### config.mk
export PLATFORM = sky130hd
export DESIGN_NAME = max_count_n
export DESIGN_NICKNAME = d
export VERILOG_FILES = /design/src/rtl/max_count_n.sv
export SDC_FILE = /design/constraint.sdc
export NUM_CORES = 1
export LEC_CHECK = 0
export ABC_AREA = 1
export BUFFER_PORTS_ARGS = -buffer_cell sky130_fd_sc_hd__buf_2
export CAP_MARGIN = 0
export CELL_PAD_IN_SITES_DETAIL_PLACEMENT = 1
export CELL_PAD_IN_SITES_GLOBAL_PLACEMENT = 2
export CORE_MARGIN = 10
export CORE_UTILIZATION = 30
export CTS_CLUSTER_SIZE = 14
export DETAILED_ROUTE_END_ITERATION = 10
export PLACE_DENSITY = 0.86
export SYNTH_ARGS = -nofsm -noshare
export SYNTH_HDL_FRONTEND = slang
export SYNTH_SLANG_ARGS = --single-unit
### constraint.sdc
create_clock -name clock -period 9.2 [get_ports clock]
set_input_delay 2.76 -clock clock [delete_from_list [all_inputs] [get_ports clock]]
set_output_delay 2.76 -clock clock [all_outputs]
set_load 0.03 [all_outputs]
### src/rtl/max_count_n.sv
// N-channel max/min capture over a shared rfd/dav handshake, followed by a
// pulse train on out whose length equals the captured value.
module max_count_n #(
  parameter int unsigned N = 4,
  parameter int unsigned W = 8
) (
  input  logic           clock,
  input  logic           reset,
  output logic           rfd,
  input  logic [N-1:0]   dav,
  input  logic [N*W-1:0] x,
  input  logic [N-1:0]   mask,
  input  logic           mode,
  output logic           out,
  output logic [W-1:0]   value,
  output logic           busy
);

  typedef enum logic [1:0] {IDLE, WAIT, EMIT} state_t;

  localparam logic [W-1:0] ONE = W'(1);

  state_t       state;
  logic [W-1:0] cnt;
  logic [N-1:0] mask_q;
  logic         all_high;
  logic         all_low_q;
  logic [W-1:0] best;
  logic [W-1:0] cand;

  assign all_high  = (&(dav | ~mask)) && (|mask);
  // The return phase is judged against the channel set that took part in the capture.
  assign all_low_q = ~|(dav & mask_q);

  // Chained compare/select; a disabled channel 0 seeds the chain with the
  // neutral value so it can never win against an enabled channel.
  always_comb begin
    best = mask[0] ? x[W-1:0] : (mode ? '1 : '0);
    cand = '0;
    for (int unsigned i = 1; i < N; i++) begin
      cand = x[i*W +: W];
      if (mask[i] && (mode ? (cand < best) : (cand > best)))
        best = cand;
    end
  end

  always_ff @(posedge clock) begin
    if (reset) begin
      state  <= IDLE;
      rfd    <= 1'b1;
      out    <= 1'b0;
      value  <= '0;
      busy   <= 1'b0;
      cnt    <= '0;
      mask_q <= '0;
    end else begin
      case (state)
        IDLE: begin
          if (all_high) begin
            value  <= best;
            cnt    <= best;
            mask_q <= mask;
            rfd    <= 1'b0;
            busy   <= 1'b1;
            state  <= WAIT;
          end
        end
        WAIT: begin
          if (all_low_q) begin
            if (cnt != '0) begin
              out   <= 1'b1;
              state <= EMIT;
            end else begin
              rfd   <= 1'b1;
              busy  <= 1'b0;
              state <= IDLE;
            end
          end
        end
        EMIT: begin
          cnt <= cnt - ONE;
          if (cnt == ONE) begin
            out   <= 1'b0;
            rfd   <= 1'b1;
            busy  <= 1'b0;
            state <= IDLE;
          end
        end
        default: state <= IDLE;
      endcase
    end
  end

endmodule

=== Yosys cells after proc, flatten, opt, wreduce, memory -nomap -nowiden ===
Cells that the tools add are included.

* Bits in registers: 25

* $add $sub $neg: 1
* Order comparisons: 6
* Equal/unequal tests: 8
* Mux-type cells: 28
* Bitwise operators: 3
* Reductions and logical operators: 17

{| class="wikitable"
|+ Operators with widths
! kind !! count
|-
| $mux W8 || 6
|-
| $gt A8 B8 Y1 || 3
|-
| $lt A8 B8 Y1 || 3
|-
| $pmux W8 S2 || 1
|-
| $mux W1 || 13
|-
| $ne A2 B2 Y1 const B || 5
|-
| $eq A8 B1 Y1 const B || 1
|-
| $mux W2 || 4
|-
| $reduce_and A4 Y1 || 2
|-
| $reduce_bool A8 Y1 || 1
|-
| $reduce_or A4 Y1 || 2
|-
| $sub A8 B1 Y8 const B || 1
|-
| $pmux W1 S3 || 2
|-
| $pmux W2 S3 || 1
|-
| $reduce_and A5 Y1 || 1
|-
| $and A4 B4 Y4 || 1
|-
| $logic_and A1 B1 Y1 || 4
|-
| $not A4 Y4 || 1
|-
| $or A4 B4 Y4 || 1
|-
| $reduce_and A2 Y1 || 2
|-
| $reduce_bool A2 Y1 || 2
|-
| $reduce_and A3 Y1 || 1
|-
| $reduce_bool A3 Y1 || 1
|-
| $eq A2 B1 Y1 const B || 1
|-
| other kinds (3) || 3
|}

=== Logic depth before layout (Yosys ltp) ===
Gate-level depths: netlist (run 1).

* Depth in word-level cells: 16
* Gate-level depth with buffers: 43
* Gate-level depth less buffers: 40

=== Worst setup path before layout (run 1) ===
OpenSTA, ideal clock, no wires.

* Path kind: input -> register
* Start point: input port mode
* End point: register value[0]
* Library setup time: 109 ps
* Data arrival time: 7088 ps
* Required time: 9091 ps
* Path slack: 2003 ps
* Stages on the path: 33
* Path buffers: 2
* Path through: inv_2 -> nor2_1 -> a21oi_1 -> ha_1 -> a21o_1 -> nor2_2 -> nand2_1 -> nand2_2 -> nand3_2 -> clkbuf_8 -> nand2_1 -> o21ai_0 -> ha_1 -> a21oi_1 -> nor2_1 -> a211oi_1 -> nand3_2 -> nand3_4 -> nand2_2 -> nand2_1 -> ha_1 -> a21oi_1 -> o21ai_0 -> nand2_1 -> o211ai_1 -> or2_2 -> nand3_1 -> clkbuf_4 -> nand3_2 -> o21ai_0 -> nand2_1 -> nand2_1 -> inv_1

* Cells in the longest elaborated chain, start to end: 14
* Elaborated cells between the ends (all ways): 17
* Classes of those cells: order compare (6); mux (8); reduce/logical (3)

{| class="wikitable"
|+ RTL lines
! element !! line !! text
|-
| from (decl) || 13 || <nowiki>input logic mode,</nowiki>
|-
| $mux W8 (2 in series) || 38 || <nowiki>best = mask[0] ? x[W-1:0] : (mode ? '1 : '0);</nowiki>
|-
| $gt A8 B8 Y1 or $lt A8 B8 Y1 (tied branches) || 42 || <nowiki>if (mask[i] && (mode ? (cand < best) : (cand > best)))</nowiki>
|-
| $mux W1 || 42 ||
|-
| $logic_and A1 B1 Y1 || 42 ||
|-
| $mux W8 || 42 ||
|-
| $gt A8 B8 Y1 or $lt A8 B8 Y1 (tied branches) || 42 ||
|-
| $mux W1 || 42 ||
|-
| $logic_and A1 B1 Y1 || 42 ||
|-
| $mux W8 || 42 ||
|-
| $gt A8 B8 Y1 or $lt A8 B8 Y1 (tied branches) || 42 ||
|-
| $mux W1 || 42 ||
|-
| $logic_and A1 B1 Y1 || 42 ||
|-
| $mux W8 * || 42 ||
|-
| to (signal assigned) || 60 || <nowiki>value <= best;</nowiki>
|-
| to (decl) || 15 || <nowiki>output logic [W-1:0] value,</nowiki>
|}

Every way passes the cells marked *; elsewhere a longest branch is shown, timed or not.
A chain may end at the register's enable or synchronous reset.

=== Worst setup path after layout (run 1) ===
* Start point: input port mask[0]
* End point: register cnt[7]

* Cells in the longest elaborated chain, start to end: 15
* Elaborated cells between the ends (all ways): 25
* Classes of those cells: order compare (6); eq/ne (1); mux (9); bitwise (2); reduce/logical (7)

{| class="wikitable"
|+ RTL lines
! element !! line !! text
|-
| from (decl) || 12 || <nowiki>input logic [N-1:0] mask,</nowiki>
|-
| $mux W8 || 38 ||
|-
| $gt A8 B8 Y1 or $lt A8 B8 Y1 (tied branches) || 42 ||
|-
| $mux W1 || 42 ||
|-
| $logic_and A1 B1 Y1 || 42 ||
|-
| $mux W8 || 42 ||
|-
| $gt A8 B8 Y1 or $lt A8 B8 Y1 (tied branches) || 42 ||
|-
| $mux W1 || 42 ||
|-
| $logic_and A1 B1 Y1 || 42 ||
|-
| $mux W8 || 42 ||
|-
| $gt A8 B8 Y1 or $lt A8 B8 Y1 (tied branches) || 42 ||
|-
| $mux W1 || 42 ||
|-
| $logic_and A1 B1 Y1 || 42 ||
|-
| $mux W8 || 42 ||
|-
| $mux W8 || 59 || <nowiki>if (all_high) begin</nowiki>
|-
| $pmux W8 S2 || 57 || <nowiki>case (state)</nowiki>
|-
| to (signal assigned) || 61 || <nowiki>cnt <= best;</nowiki>
|-
| to (signal assigned) || 81 || <nowiki>cnt <= cnt - ONE;</nowiki>
|-
| to (decl) || 24 || <nowiki>logic [W-1:0] cnt;</nowiki>
|}

Several ways; a longest one is shown, not always the timed one. The select of a mux whose other input is x is not followed.

==> results of run 1 <==
-- worst max path at each step --
| stage | start | end | depth (start not counted) | slack [ns] |
|---|---|---|---|---|
| 3_5_place_dp | mask[0] | cnt[7]$_SDFFE_PP0P_ | 30 | 0.48 |
| 2_1_floorplan | mode | value[0]$_SDFFE_PP0P_ | 33 | 2.00 |
| 4_1_cts | mask[0] | cnt[7]$_SDFFE_PP0P_ | 30 | 0.78 |
| 6_report | mask[0] | cnt[7]$_SDFFE_PP0P_ | 30 | 0.78 |
| 5_1_grt | mask[0] | cnt[7]$_SDFFE_PP0P_ | 31 | 0.10 |
| 3_3_place_gp | mask[0] | cnt[7]$_SDFFE_PP0P_ | 30 | 0.65 |
-- per-stage QoR --
stage               hold slack, ns  total power, W  instances
floorplan                    0.424        0.000436        352
global placement             0.444        0.000513        497
detailed placement           0.451        0.000522        497
CTS                          0.466        0.000596        501
global route                 0.497        0.000654        501
finish                       0.456        0.000586        501
-- metal layers --
metal  global-route usage  up-vias  wire length (um)
met5                    0        -                 0
met4               0.0307        0                70
met3               0.0240        6               332
met2                0.236       41              3750
met1                0.151     1165              3350
li1                     -     1278                 -
-- cell usage after synthesis (all sizes together), types with 2 or more instances --
master / n / area (um2)
a211oi: 2 / 15.0
a21oi: 37 / 219
a31oi: 2 / 12.5
buf: 6 / 42.5
clkbuf: 5 / 46.3
dfxtp: 25 / 500
ha: 30 / 375
inv: 52 / 195
nand2: 89 / 374
nand3: 30 / 213
nand4: 13 / 81.3
nor2: 13 / 53.8
nor3: 3 / 15.0
o211ai: 9 / 67.6
o21a: 2 / 15.0
o21ai: 24 / 120
or2: 2 / 12.5
xor2: 2 / 17.5
-- flip-flops by register name, indices dropped and copies added, names as in the netlist --
signal / flops
value: 8
state: 2
busy: 1
cnt: 8
rfd: 1
out: 1
mask_q: 4
-- worst register-to-register path: stages, from the launching register on --
cell     delay (ns)
dfxtp_1        0.36
nor3_1         0.27
nand2_1        0.08
inv_1          0.08
nand3_1        0.09
a21oi_1        0.31
nand2_1        0.15
nor2_1         0.16
inv_1          0.05
nor2_1         0.11
inv_1          0.06
or2_2          0.28
o21ai_0        0.08
nand2_1        0.06
-- area by class of cell --
cell class	instances	area, um2	share of cell area
flip-flops and latches	25	500	0.180
repair buffers	54	273	0.0981
multi-input cells	264	1640	0.590
clock buffers	4	45.0	0.0162
inverters	52	195	0.0702
well taps	102	128	0.0459
-- kinds of logic (layout without fill, tap and decap cells) --
kind of cell	after synthesis	count (layout)
AO/OA/AOI/OAI	81	81
XOR/XNOR	3	3
AND/OR/NAND/NOR	150	150
flip-flops	25	25
adder cells (fa/ha/maj)	30	30
buffers and inverters	63	110
-- cell usage in the layout (no fill, tap or decap), drive strengths merged --
master and instances:
a211oi 2, a21o 1, a21oi 37, a221oi 1, a311oi 1, a31oi 2, buf 54, clkbuf 4
dfxtp 25, ha 30, inv 52, nand2 89, nand3 30, nand4 13, nor2 13, nor3 3
o211ai 9, o21a 2, o21ai 24, o22ai 1, o41ai 1, or2 2, xnor2 1, xor2 2
-- power by group through the flow --
stage	sequential [W]	combinational [W]	clock, W
after floorplan	0.000184	0.000253	0
after global placement	0.000163	0.000350	0
after CTS	0.000162	0.000361	0.0000725
final	0.000162	0.000356	0.0000682
after detailed placement	0.000164	0.000359	0
after global routing	0.000167	0.000412	0.0000759
==> metrics.txt, run 1 <==
# TYPE chip_impl_metric gauge
chip_impl_metric{name="synth_adder_area_share",unit=""} 0.155
chip_impl_metric{name="place_worst_setup_slack",unit="ns"} 0.483
chip_impl_metric{name="drc",unit=""} 0
chip_impl_metric{name="skew",unit="ns"} 0.00257
chip_impl_metric{name="layout-drive-gt1-share",unit=""} 0.243
chip_impl_metric{name="synthesis.area_per_instance",unit="um2"} 6.89
chip_impl_metric{name="final_util",unit=""} 0.356
chip_impl_metric{name="power.ir.vdd_worst",unit="uV"} 58.5
chip_impl_metric{name="holdBufCountCts",unit=""} 0
chip_impl_metric{name="fmax",unit="MHz"} 119
chip_impl_metric{name="grt_pass1_vias",unit=""} 2633
chip_impl_metric{name="switching_share",unit=""} 0.500
chip_impl_metric{name="start_util",unit=""} 0.311
chip_impl_metric{name="setup_total_negative_slack",unit="ns"} 0
chip_impl_metric{name="placement.io_buffers",unit=""} 53
chip_impl_metric{name="postPlaceCellArea",unit="um2"} 2740
chip_impl_metric{name="async_reset_ff_frac",unit=""} 0
chip_impl_metric{name="clk_latency_worst_skew_pair",unit="ns"} 0.28
chip_impl_info{name="crit_path_start_kind",value="primary input"} 1
chip_impl_metric{name="area_delta_synth_final",unit="%"} 14.7
chip_impl_metric{name="yosys.area_share.xor_xnor",unit=""} 0.0108
chip_impl_info{name="hold_path_class",value="register to register"} 1
chip_impl_metric{name="antenna_cells",unit=""} 0
chip_impl_metric{name="power_leakage",unit="nW"} 1.46
chip_impl_info{name="timing_worst_setup_path_type",value="primary input to register"} 1
chip_impl_metric{name="mappedNetlistArea",unit="um2"} 2420
chip_impl_metric{name="grt_max_degree",unit=""} 22
chip_impl_metric{name="cts-root-to-sink-buffers",unit=""} 2
chip_impl_metric{name="netlist-cell-type-count",unit=""} 35
chip_impl_info{name="regToRegStartpoint",value="cnt[4]$_SDFFE_PP0P_"} 1
chip_impl_metric{name="power.sequential.fraction",unit=""} 0.276
chip_impl_metric{name="synth_enable_flop_cells",unit=""} 0
chip_impl_info{name="cts-root-buf",value="clkbuf_8"} 1
chip_impl_metric{name="power-per-cell-area",unit="nW/um2"} 211
chip_impl_metric{name="slowest_delay",unit="ns"} 0.46
chip_impl_metric{name="slew_violations",unit=""} 0
chip_impl_metric{name="clock_power_frac",unit=""} 0.116
chip_impl_metric{name="depth_of_the_most_critical_reg_to_reg_path",unit=""} 13
chip_impl_metric{name="netlist_instances",unit=""} 352
chip_impl_metric{name="maxSlewHeadroom",unit=""} 0.610
chip_impl_metric{name="report.final.hold_viol_count",unit=""} 0
chip_impl_metric{name="grt-ovfl-total",unit=""} 0
chip_impl_metric{name="yosys.area_share.simple",unit=""} 0.309
chip_impl_metric{name="post-route-cell-area",unit="um2"} 2780
chip_impl_info{name="critical_path.top_delay_family",value="simple AND/OR/NAND/NOR gates"} 1
chip_impl_metric{name="max_cap_violations",unit=""} 0
chip_impl_metric{name="grt_util_all_layers",unit=""} 0.129
chip_impl_metric{name="routed_wire_length_per_instance",unit="um"} 15.0
chip_impl_metric{name="floorplan.die.width",unit="um"} 110
chip_impl_info{name="hold_path_startpoint",value="mask_q[1]$_SDFFE_PP0P_"} 1
chip_impl_info{name="cpMostUsedCell",value="nand2_1"} 1
chip_impl_metric{name="timing.final.crit_share",unit=""} 0.915
chip_impl_metric{name="ys.warnings.count",unit=""} 0
chip_impl_metric{name="vias",unit=""} 2490
chip_impl_metric{name="cts_inserted_buffers",unit=""} 3
chip_impl_info{name="dominant_combinational_cell_family_by_area_after_synthesis",value="simple AND/OR/NAND/NOR gates"} 1
chip_impl_info{name="crit-reg2reg-capture",value="rfd$_SDFFE_PP1P_"} 1
chip_impl_metric{name="place.gp.congestion",unit=""} 0.837
chip_impl_metric{name="ctsHtreeMaxLevel",unit=""} 1
chip_impl_metric{name="tightestPinTransition",unit="ns"} 0.583
chip_impl_metric{name="dp_hpwl",unit="um"} 6430
chip_impl_metric{name="design.die.area",unit="um2"} 12100
chip_impl_metric{name="die-height",unit="um"} 110
chip_impl_metric{name="muxShareOfSynthArea",unit=""} 0
chip_impl_metric{name="postRouteAntennaNets",unit=""} 0
chip_impl_info{name="yosys_most_used_dff",value="dfxtp_1"} 1
chip_impl_metric{name="cts.sink_count",unit=""} 25
chip_impl_metric{name="p_comb_frac",unit=""} 0.608
chip_impl_metric{name="drtPass1Iterations",unit=""} 4
chip_impl_metric{name="synth.ff_latch_count",unit=""} 25
chip_impl_info{name="slowest_cell_on_crit_path",value="o21ai_0"} 1
chip_impl_metric{name="synth-compound-area-share",unit=""} 0.202
chip_impl_metric{name="filler_cell_count",unit=""} 1054
chip_impl_metric{name="cellInternalPower",unit="W"} 0.000293
chip_impl_info{name="tritoncts",value="built"} 1
chip_impl_metric{name="synthesis.nets",unit=""} 425
chip_impl_info{name="run_status",value="complete, no violations"} 1
chip_impl_metric{name="period_minus_slack",unit="ns"} 8.42
chip_impl_metric{name="crit_buf_inv",unit=""} 2
chip_impl_info{name="grt_setup_unrepaired",value="no"} 1
chip_impl_metric{name="critPathRequiredTime",unit="ns"} 9.36
chip_impl_metric{name="worst-r2r-setup-slack",unit="ns"} 6.94
chip_impl_metric{name="cts.repair.resized",unit=""} 0
chip_impl_metric{name="avgViaCountPerCell",unit=""} 4.97
chip_impl_metric{name="grt_antenna_before_repair",unit=""} 0
chip_impl_metric{name="worst_slack",unit="ns"} 0.785
chip_impl_metric{name="cts_setup_buffers",unit=""} 0
chip_impl_metric{name="switching_power",unit="W"} 0.000293
chip_impl_metric{name="final_setup_fails",unit=""} 0
chip_impl_metric{name="drt_wl_total",unit="um"} 7500
chip_impl_metric{name="cp_max_fo",unit=""} 15
chip_impl_metric{name="core",unit="um2"} 7810
chip_impl_info{name="worst_setup_path_end_kind",value="register"} 1
chip_impl_metric{name="cts.reportedPaths.clkPinSlew",unit="ns"} 0.09
chip_impl_metric{name="boundaryPins",unit=""} 54
chip_impl_metric{name="grt_first_pass_wirelength",unit="um"} 12700
chip_impl_info{name="hold_end",value="mask_q[1]$_SDFFE_PP0P_"} 1
chip_impl_metric{name="crit_arrival",unit="ns"} 8.58
chip_impl_metric{name="final_nets",unit=""} 473
chip_impl_metric{name="drt_iter0_drc",unit=""} 60
chip_impl_metric{name="min_delay_path_depth",unit=""} 2
chip_impl_metric{name="std_cell_rows",unit=""} 32
chip_impl_metric{name="synth.yosys.seq_area_share",unit=""} 0.206
No activity file was read; power rests on OpenSTA's default activity.
==> run 2: changes to the inputs <==
ABC_AREA = default   (was 1)
CORE_UTILIZATION = 31   (was 30)
==> metrics.txt, run 2 <==
# TYPE chip_impl_metric gauge
chip_impl_metric{name="netlist-cell-type-count",unit=""} 54
chip_impl_metric{name="switching_power",unit="W"} 0.000180
chip_impl_info{name="yosys-top-cells-area",value="dfxtp_1, ha_1, a21oi_1"} 1
chip_impl_metric{name="synth_top_cell_area_share",unit=""} 0.211
chip_impl_metric{name="drtPass1Iterations",unit=""} 4
chip_impl_metric{name="die-height",unit="um"} 108
chip_impl_metric{name="routed_wire_length_per_instance",unit="um"} 17.0
chip_impl_metric{name="core",unit="um2"} 7370
chip_impl_metric{name="filler_cell_count",unit=""} 944
chip_impl_metric{name="ys.warnings.count",unit=""} 0
chip_impl_metric{name="report.final.hold_viol_count",unit=""} 0
chip_impl_metric{name="postRouteAntennaNets",unit=""} 0
chip_impl_metric{name="skew",unit="ns"} 0.00375
chip_impl_metric{name="synthesis.area_per_instance",unit="um2"} 7.71
chip_impl_metric{name="power-per-cell-area",unit="nW/um2"} 146
chip_impl_info{name="run_status",value="complete, no violations"} 1
chip_impl_info{name="most_frequent_standard_cell_in_the_layout_excluding_fill_and_tap_cells",value="buf_2"} 1
chip_impl_metric{name="slowest_delay",unit="ns"} 0.37
chip_impl_metric{name="timing.final.crit_share",unit=""} 0.951
chip_impl_metric{name="vias",unit=""} 2522
chip_impl_metric{name="cp_max_fo",unit=""} 12
chip_impl_metric{name="critPathRequiredTime",unit="ns"} 9.40
chip_impl_metric{name="layout-drive-gt1-share",unit=""} 0.246
chip_impl_info{name="crit_path_start_kind",value="primary input"} 1
chip_impl_metric{name="mappedNetlistArea",unit="um2"} 2370
chip_impl_metric{name="switching_share",unit=""} 0.432
chip_impl_metric{name="final_setup_fails",unit=""} 0
chip_impl_metric{name="slew_violations",unit=""} 0
chip_impl_metric{name="holdBufCountCts",unit=""} 0
chip_impl_metric{name="floorplan.die.width",unit="um"} 108
chip_impl_metric{name="drt_iter0_drc",unit=""} 68
chip_impl_info{name="grt_setup_unrepaired",value="no"} 1
chip_impl_metric{name="area_delta_synth_final",unit="%"} 20.2
chip_impl_metric{name="antenna_cells",unit=""} 0
chip_impl_metric{name="fmax",unit="MHz"} 114
chip_impl_info{name="worst_setup_path_end_kind",value="register"} 1
chip_impl_info{name="reg_top3",value="cnt x8, value x8, mask_q x4"} 1
chip_impl_metric{name="power_leakage",unit="nW"} 1.29
chip_impl_metric{name="crit_arrival",unit="ns"} 8.95
chip_impl_metric{name="synth.yosys.seq_area_share",unit=""} 0.211
chip_impl_metric{name="multi_input_comb_area",unit="um2"} 1740
chip_impl_metric{name="std_cell_rows",unit=""} 31
chip_impl_metric{name="setup_total_negative_slack",unit="ns"} 0
chip_impl_metric{name="dp_hpwl",unit="um"} 6580
chip_impl_metric{name="cts_inserted_buffers",unit=""} 3
chip_impl_info{name="mostFrequentLayoutCells",value="buf_2, a21oi_1, ha_1"} 1
chip_impl_metric{name="finalHoldWorstSlack",unit="ns"} 0.479
chip_impl_metric{name="cts.sink_count",unit=""} 25
chip_impl_info{name="cpMostUsedCell",value="o21ai_0"} 1
chip_impl_metric{name="placement.io_buffers",unit=""} 53
chip_impl_metric{name="period_minus_slack",unit="ns"} 8.74
chip_impl_info{name="timing_worst_setup_path_type",value="primary input to register"} 1
chip_impl_metric{name="regArea",unit="um2"} 500
chip_impl_metric{name="grt_util_all_layers",unit=""} 0.136
chip_impl_metric{name="grt-ovfl-total",unit=""} 0
chip_impl_metric{name="netlist_instances",unit=""} 308
chip_impl_metric{name="max_cap_violations",unit=""} 0
chip_impl_metric{name="avgViaCountPerCell",unit=""} 5.47
chip_impl_metric{name="place.gp.congestion",unit=""} 0.830
chip_impl_metric{name="grt_pass1_vias",unit=""} 2674
chip_impl_metric{name="drt_wl_total",unit="um"} 7820
chip_impl_metric{name="start_util",unit=""} 0.322
chip_impl_info{name="tritoncts",value="built"} 1
chip_impl_metric{name="drc",unit=""} 0
chip_impl_metric{name="cts.reportedPaths.clkPinSlew",unit="ns"} 0.09
chip_impl_metric{name="cts-root-to-sink-buffers",unit=""} 2
chip_impl_metric{name="grt_max_degree",unit=""} 28
chip_impl_metric{name="p_comb_frac",unit=""} 0.511
chip_impl_metric{name="grt_antenna_before_repair",unit=""} 0
chip_impl_info{name="hold_path_class",value="register to register"} 1
chip_impl_metric{name="synth_enable_flop_cells",unit=""} 0
chip_impl_metric{name="clock_power_frac",unit=""} 0.163
chip_impl_metric{name="boundaryPins",unit=""} 54
chip_impl_info{name="yosys_most_used_dff",value="dfxtp_1"} 1
chip_impl_metric{name="async_reset_ff_frac",unit=""} 0
chip_impl_metric{name="final_nets",unit=""} 436
chip_impl_info{name="slowest_cell_on_crit_path",value="mux2_2"} 1
chip_impl_metric{name="design.die.area",unit="um2"} 11600
chip_impl_info{name="synth.top_cells.by_count",value="a21oi_1, ha_1, inv_1, o21ai_0, dfxtp_1"} 1
chip_impl_metric{name="clk_latency_worst_skew_pair",unit="ns"} 0.27
chip_impl_info{name="cts-root-buf",value="clkbuf_8"} 1
chip_impl_metric{name="maxSlewHeadroom",unit=""} 0.388
chip_impl_metric{name="synthesis.nets",unit=""} 381
chip_impl_metric{name="power.sequential.fraction",unit=""} 0.326
chip_impl_metric{name="tightestPinTransition",unit="ns"} 0.915
chip_impl_metric{name="power.ir.vdd_worst",unit="uV"} 89.6
chip_impl_metric{name="cellInternalPower",unit="W"} 0.000236
chip_impl_info{name="synthDominantAreaCellType",value="dfxtp_1"} 1
chip_impl_info{name="synth.most_common_cell",value="a21oi_1"} 1
chip_impl_metric{name="ctsHtreeMaxLevel",unit=""} 1
chip_impl_metric{name="synth.ff_latch_count",unit=""} 25
chip_impl_metric{name="grt_first_pass_wirelength",unit="um"} 13200
-- run 2: cell types whose count changed in the layout (fill, tap and decap cells not counted), sizes merged, moves of 7 or more --
cell | before | now
nand2 | 89 | 17
nand3 | 30 | 5
inv | 52 | 28
nor2 | 13 | 24
buf | 54 | 62
mux2 | 0 | 7
nand4 | 13 | 6
-- run 2: power groups by stage --
stage	Clock (W)	Sequential, W	Combinational, W
floorplan	0	0.000150	0.000132
global placement	0	0.000138	0.000203
detailed placement	0	0.000138	0.000210
CTS	0.0000714	0.000136	0.000211
global route	0.0000772	0.000138	0.000239
finish	0.0000680	0.000136	0.000212
-- run 2: layer usage --
layer | global-route usage | wire length, um | vias to the layer above
met5 | 0 | 0 | -
li1 | - | - | 1263
met2 | 0.231 | 3760 | 42
met4 | 0.0219 | 51 | 0
met3 | 0.0275 | 287 | 6
met1 | 0.175 | 3720 | 1211
-- run 2: what timing repair did --
action,in CTS,in global routing
endpoints found under the setup margin,0,16
hold endpoints to repair,0,0
buffers inserted,0,2
resized for setup,0,4
-- run 2: area by class of cell --
class / count / area share
Clock buffer: 4 / 0.0158
Inverter: 29 / 0.0381
Multi-Input combinational cell: 242 / 0.611
Sequential cell: 25 / 0.175
Tap cell: 99 / 0.0434
Timing Repair Buffer: 62 / 0.117
-- run 2: worst paths after layout --
kind                    startpoint               endpoint  slack, ns  cells past startpoint
max                           mode  value[3]$_SDFFE_PP0P_       0.46                     34
min              busy$_SDFFE_PP0P_      busy$_SDFFE_PP0P_       0.48                      1
max reg2reg  state[0]$_SDFFE_PP0P_    cnt[2]$_SDFFE_PP0P_       6.30                      9
min reg2reg      busy$_SDFFE_PP0P_      busy$_SDFFE_PP0P_       0.48                      1
-- run 2: cells by family (layout without fill, tap and decap cells) --
group | after synthesis | in the layout | share of synthesized area
AOI/OAI and AO/OA | 117 | 117 | 0.335
and+or+nand+nor | 82 | 82 | 0.174
buffers and inverters | 41 | 95 | 0.0648
adders and majority gates | 30 | 30 | 0.158
DFF | 25 | 25 | 0.211
muxes | 11 | 11 | 0.0501
xor gates and xnor gates | 2 | 2 | 0.00738
-- run 2: critical path, delay by kind of cell --
family / cells / cell delay [ns]
buf+inv: 6 / 0.91
compound gates: 14 / 2.50
mux: 1 / 0.37
simple gates: 10 / 1.49
fa+ha+maj: 3 / 0.90
-- run 2: per-stage QoR --
step	utilization	std cells	area (um2)	worst slack, ns	total power (W)
after global placement	0.376	455	2770	0.0417	0.000341
final	0.387	461	2850	0.455	0.000416
after detailed placement	0.376	455	2770	-0.251	0.000348
after global routing	0.387	461	2850	0.0283	0.000455
after CTS	0.382	459	2820	0.0463	0.000418
after floorplan	-	308	2370	0.386	0.000281
==> run 3: changes to the inputs <==
CORE_MARGIN = 3   (was 10)
TNS_END_PERCENT = 5   (was default)
==> metrics.txt, run 3 (synthesis gave the netlist of run 2 again) <==
# TYPE chip_impl_metric gauge
chip_impl_info{name="mostFrequentLayoutCells",value="buf_2, a21oi_1, ha_1"} 1
chip_impl_metric{name="clk_latency_worst_skew_pair",unit="ns"} 0.28
chip_impl_metric{name="boundaryPins",unit=""} 54
chip_impl_info{name="tritoncts",value="built"} 1
chip_impl_info{name="reg_top3",value="cnt x8, value x8, mask_q x4"} 1
chip_impl_metric{name="power.ir.vdd_worst",unit="uV"} 61.2
chip_impl_metric{name="layout-drive-gt1-share",unit=""} 0.241
chip_impl_metric{name="slew_violations",unit=""} 0
chip_impl_info{name="slowest_cell_on_crit_path",value="mux2_2"} 1
chip_impl_metric{name="dp.cells",unit=""} 454
chip_impl_info{name="cpMostUsedCell",value="ha_1"} 1
chip_impl_info{name="run_status",value="complete, no violations"} 1
chip_impl_metric{name="routed_wire_length_per_instance",unit="um"} 16.7
chip_impl_metric{name="fmax",unit="MHz"} 115
chip_impl_metric{name="grt_antenna_before_repair",unit=""} 0
chip_impl_metric{name="holdBufCountCts",unit=""} 0
chip_impl_metric{name="antenna_cells",unit=""} 0
chip_impl_metric{name="skew",unit="ns"} 0.00362
chip_impl_metric{name="worst-r2r-setup-slack",unit="ns"} 6.25
chip_impl_metric{name="cts_inserted_buffers",unit=""} 3
chip_impl_metric{name="period_minus_slack",unit="ns"} 8.69
chip_impl_metric{name="floorplan.die.width",unit="um"} 93.5
chip_impl_info{name="grt_setup_unrepaired",value="no"} 1
chip_impl_metric{name="design.die.area",unit="um2"} 8750
chip_impl_metric{name="start_util",unit=""} 0.324
chip_impl_metric{name="layoutNonFillerInstCount",unit=""} 460
chip_impl_metric{name="cts-root-to-sink-buffers",unit=""} 2
chip_impl_metric{name="core",unit="um2"} 7330
chip_impl_metric{name="grt-ovfl-total",unit=""} 0
chip_impl_metric{name="cp_max_fo",unit=""} 12
chip_impl_metric{name="wl_met2",unit="um"} 3760
chip_impl_info{name="worst_setup_path_end_kind",value="register"} 1
chip_impl_metric{name="wl_met3",unit="um"} 216
chip_impl_metric{name="dp_hpwl",unit="um"} 6310
chip_impl_metric{name="crit_arrival",unit="ns"} 8.85
chip_impl_metric{name="filler_cell_count",unit=""} 934
chip_impl_metric{name="final_nets",unit=""} 435
chip_impl_info{name="cts-root-buf",value="clkbuf_8"} 1
chip_impl_metric{name="postRouteAntennaNets",unit=""} 0
chip_impl_metric{name="avgViaCountPerCell",unit=""} 5.48
chip_impl_metric{name="cts.sink_count",unit=""} 25
chip_impl_metric{name="power_leakage",unit="nW"} 1.28
chip_impl_metric{name="drtPass1Iterations",unit=""} 4
chip_impl_metric{name="report.final.hold_viol_count",unit=""} 0
chip_impl_metric{name="grt_pass1_vias",unit=""} 2632
chip_impl_metric{name="drc",unit=""} 0
chip_impl_metric{name="grt_util_all_layers",unit=""} 0.179
chip_impl_metric{name="min_delay_path_depth",unit=""} 2
chip_impl_metric{name="drt_wl_total",unit="um"} 7670
chip_impl_metric{name="tightestPinTransition",unit="ns"} 0.901
chip_impl_metric{name="cts.reportedPaths.clkPinSlew",unit="ns"} 0.10
chip_impl_metric{name="critPathRequiredTime",unit="ns"} 9.36
chip_impl_metric{name="slowest_delay",unit="ns"} 0.39
chip_impl_metric{name="total_power",unit="W"} 0.000417
chip_impl_metric{name="std_cell_rows",unit=""} 31
chip_impl_info{name="crit_path_start_kind",value="primary input"} 1
chip_impl_metric{name="area_delta_synth_final",unit="%"} 19.6
chip_impl_metric{name="wirelength_met1",unit="um"} 3610
chip_impl_info{name="hold_path_startpoint",value="rfd$_SDFFE_PP1P_"} 1
chip_impl_metric{name="drt_iter0_drc",unit=""} 64
chip_impl_metric{name="max_cap_violations",unit=""} 0
chip_impl_metric{name="placement.io_buffers",unit=""} 53
chip_impl_metric{name="power-per-cell-area",unit="nW/um2"} 147
chip_impl_metric{name="grt_max_degree",unit=""} 28
chip_impl_metric{name="grt_first_pass_wirelength",unit="um"} 12600
chip_impl_metric{name="ctsHtreeMaxLevel",unit=""} 1
chip_impl_info{name="regToRegStartpoint",value="state[0]$_SDFFE_PP0P_"} 1
chip_impl_info{name="hold_path_class",value="register to register"} 1
chip_impl_info{name="most_frequent_standard_cell_in_the_layout_excluding_fill_and_tap_cells",value="buf_2"} 1
chip_impl_info{name="timing_worst_setup_path_type",value="primary input to register"} 1
chip_impl_metric{name="vias",unit=""} 2519
chip_impl_info{name="highest_layer",value="met4"} 1
chip_impl_info{name="crit-reg2reg-capture",value="cnt[2]$_SDFFE_PP0P_"} 1
chip_impl_metric{name="place.gp.congestion",unit=""} 0.850
chip_impl_metric{name="final_setup_fails",unit=""} 0
chip_impl_metric{name="die-height",unit="um"} 93.5
chip_impl_info{name="hold_end",value="rfd$_SDFFE_PP1P_"} 1
chip_impl_metric{name="depth_of_the_most_critical_reg_to_reg_path",unit=""} 9
chip_impl_metric{name="maxSlewHeadroom",unit=""} 0.398
chip_impl_metric{name="timing.final.crit_share",unit=""} 0.944
-- run 3: cell types whose count changed in the layout (fill, tap and decap cells not counted) --
cell	delta
o21ai_0	-1
buf_4	-1
nor4b_2	-1
o21ai_1	+1
nor4b_1	+1
-- run 3: cell type report --
type | count | area (um2) | area share
inverters | 29 | 109 | 0.0383
well taps | 99 | 124 | 0.0436
repair buffers | 61 | 325 | 0.115
clock buffers | 4 | 45.0 | 0.0159
multi-input cells | 242 | 1740 | 0.611
flip-flops and latches | 25 | 500 | 0.176
-- run 3: worst max-delay path: cells and delay by family --
kind,cells,cell delay (ns)
adder cells (fa/ha/maj),3,0.88
multiplexers,1,0.39
AO/OA/AOI/OAI,13,2.49
buffers and inverters,4,0.68
AND/OR/NAND/NOR,10,1.62
-- run 3: metrics by stage --
step                TNS [ns]  setup slack [ns]  area (um2)  utilization  hold slack [ns]
finish                     0             0.515        2840        0.387            0.477
global route               0            0.0199        2840        0.387            0.531
CTS                        0             0.114        2810        0.383            0.488
detailed placement     -1.45            -0.189        2760        0.377            0.469
global placement           0            0.0283        2760        0.377            0.453
floorplan                  0             0.386        2370            -            0.455
-- run 3: per-layer routing --
metal,GRT usage,up-vias
li1,-,1263
met1,0.232,1207
met2,0.317,43
met3,0.0265,6
met4,0.0317,0
met5,0,-
-- run 3: what timing repair did --
item,in CTS,in global routing
resized for setup,0,4
buffers inserted,0,2
endpoints found under the setup margin,0,16
-- run 3: power by group --
| part | switching (W) | internal (W) |
|---|---|---|
| clock network | 0.0000389 | 0.0000311 |
| logic | 0.000129 | 0.0000811 |
| registers | 0.0000124 | 0.000123 |
| total | 0.000181 | 0.000236 |
-- run 3: worst max-delay path by stage --
stage / start / endpoint / slack (ns) / depth (start not counted)
after detailed placement: mask[0] / value[4]$_SDFFE_PP0P_ / -0.19 / 30
after global routing: mask[0] / value[4]$_SDFFE_PP0P_ / 0.02 / 31
final: mask[0] / value[4]$_SDFFE_PP0P_ / 0.51 / 31
after floorplan: mode / value[2]$_SDFFE_PP0P_ / 0.39 / 32
after CTS: mask[0] / value[4]$_SDFFE_PP0P_ / 0.11 / 31
after global placement: mask[0] / value[5]$_SDFFE_PP0P_ / 0.03 / 28
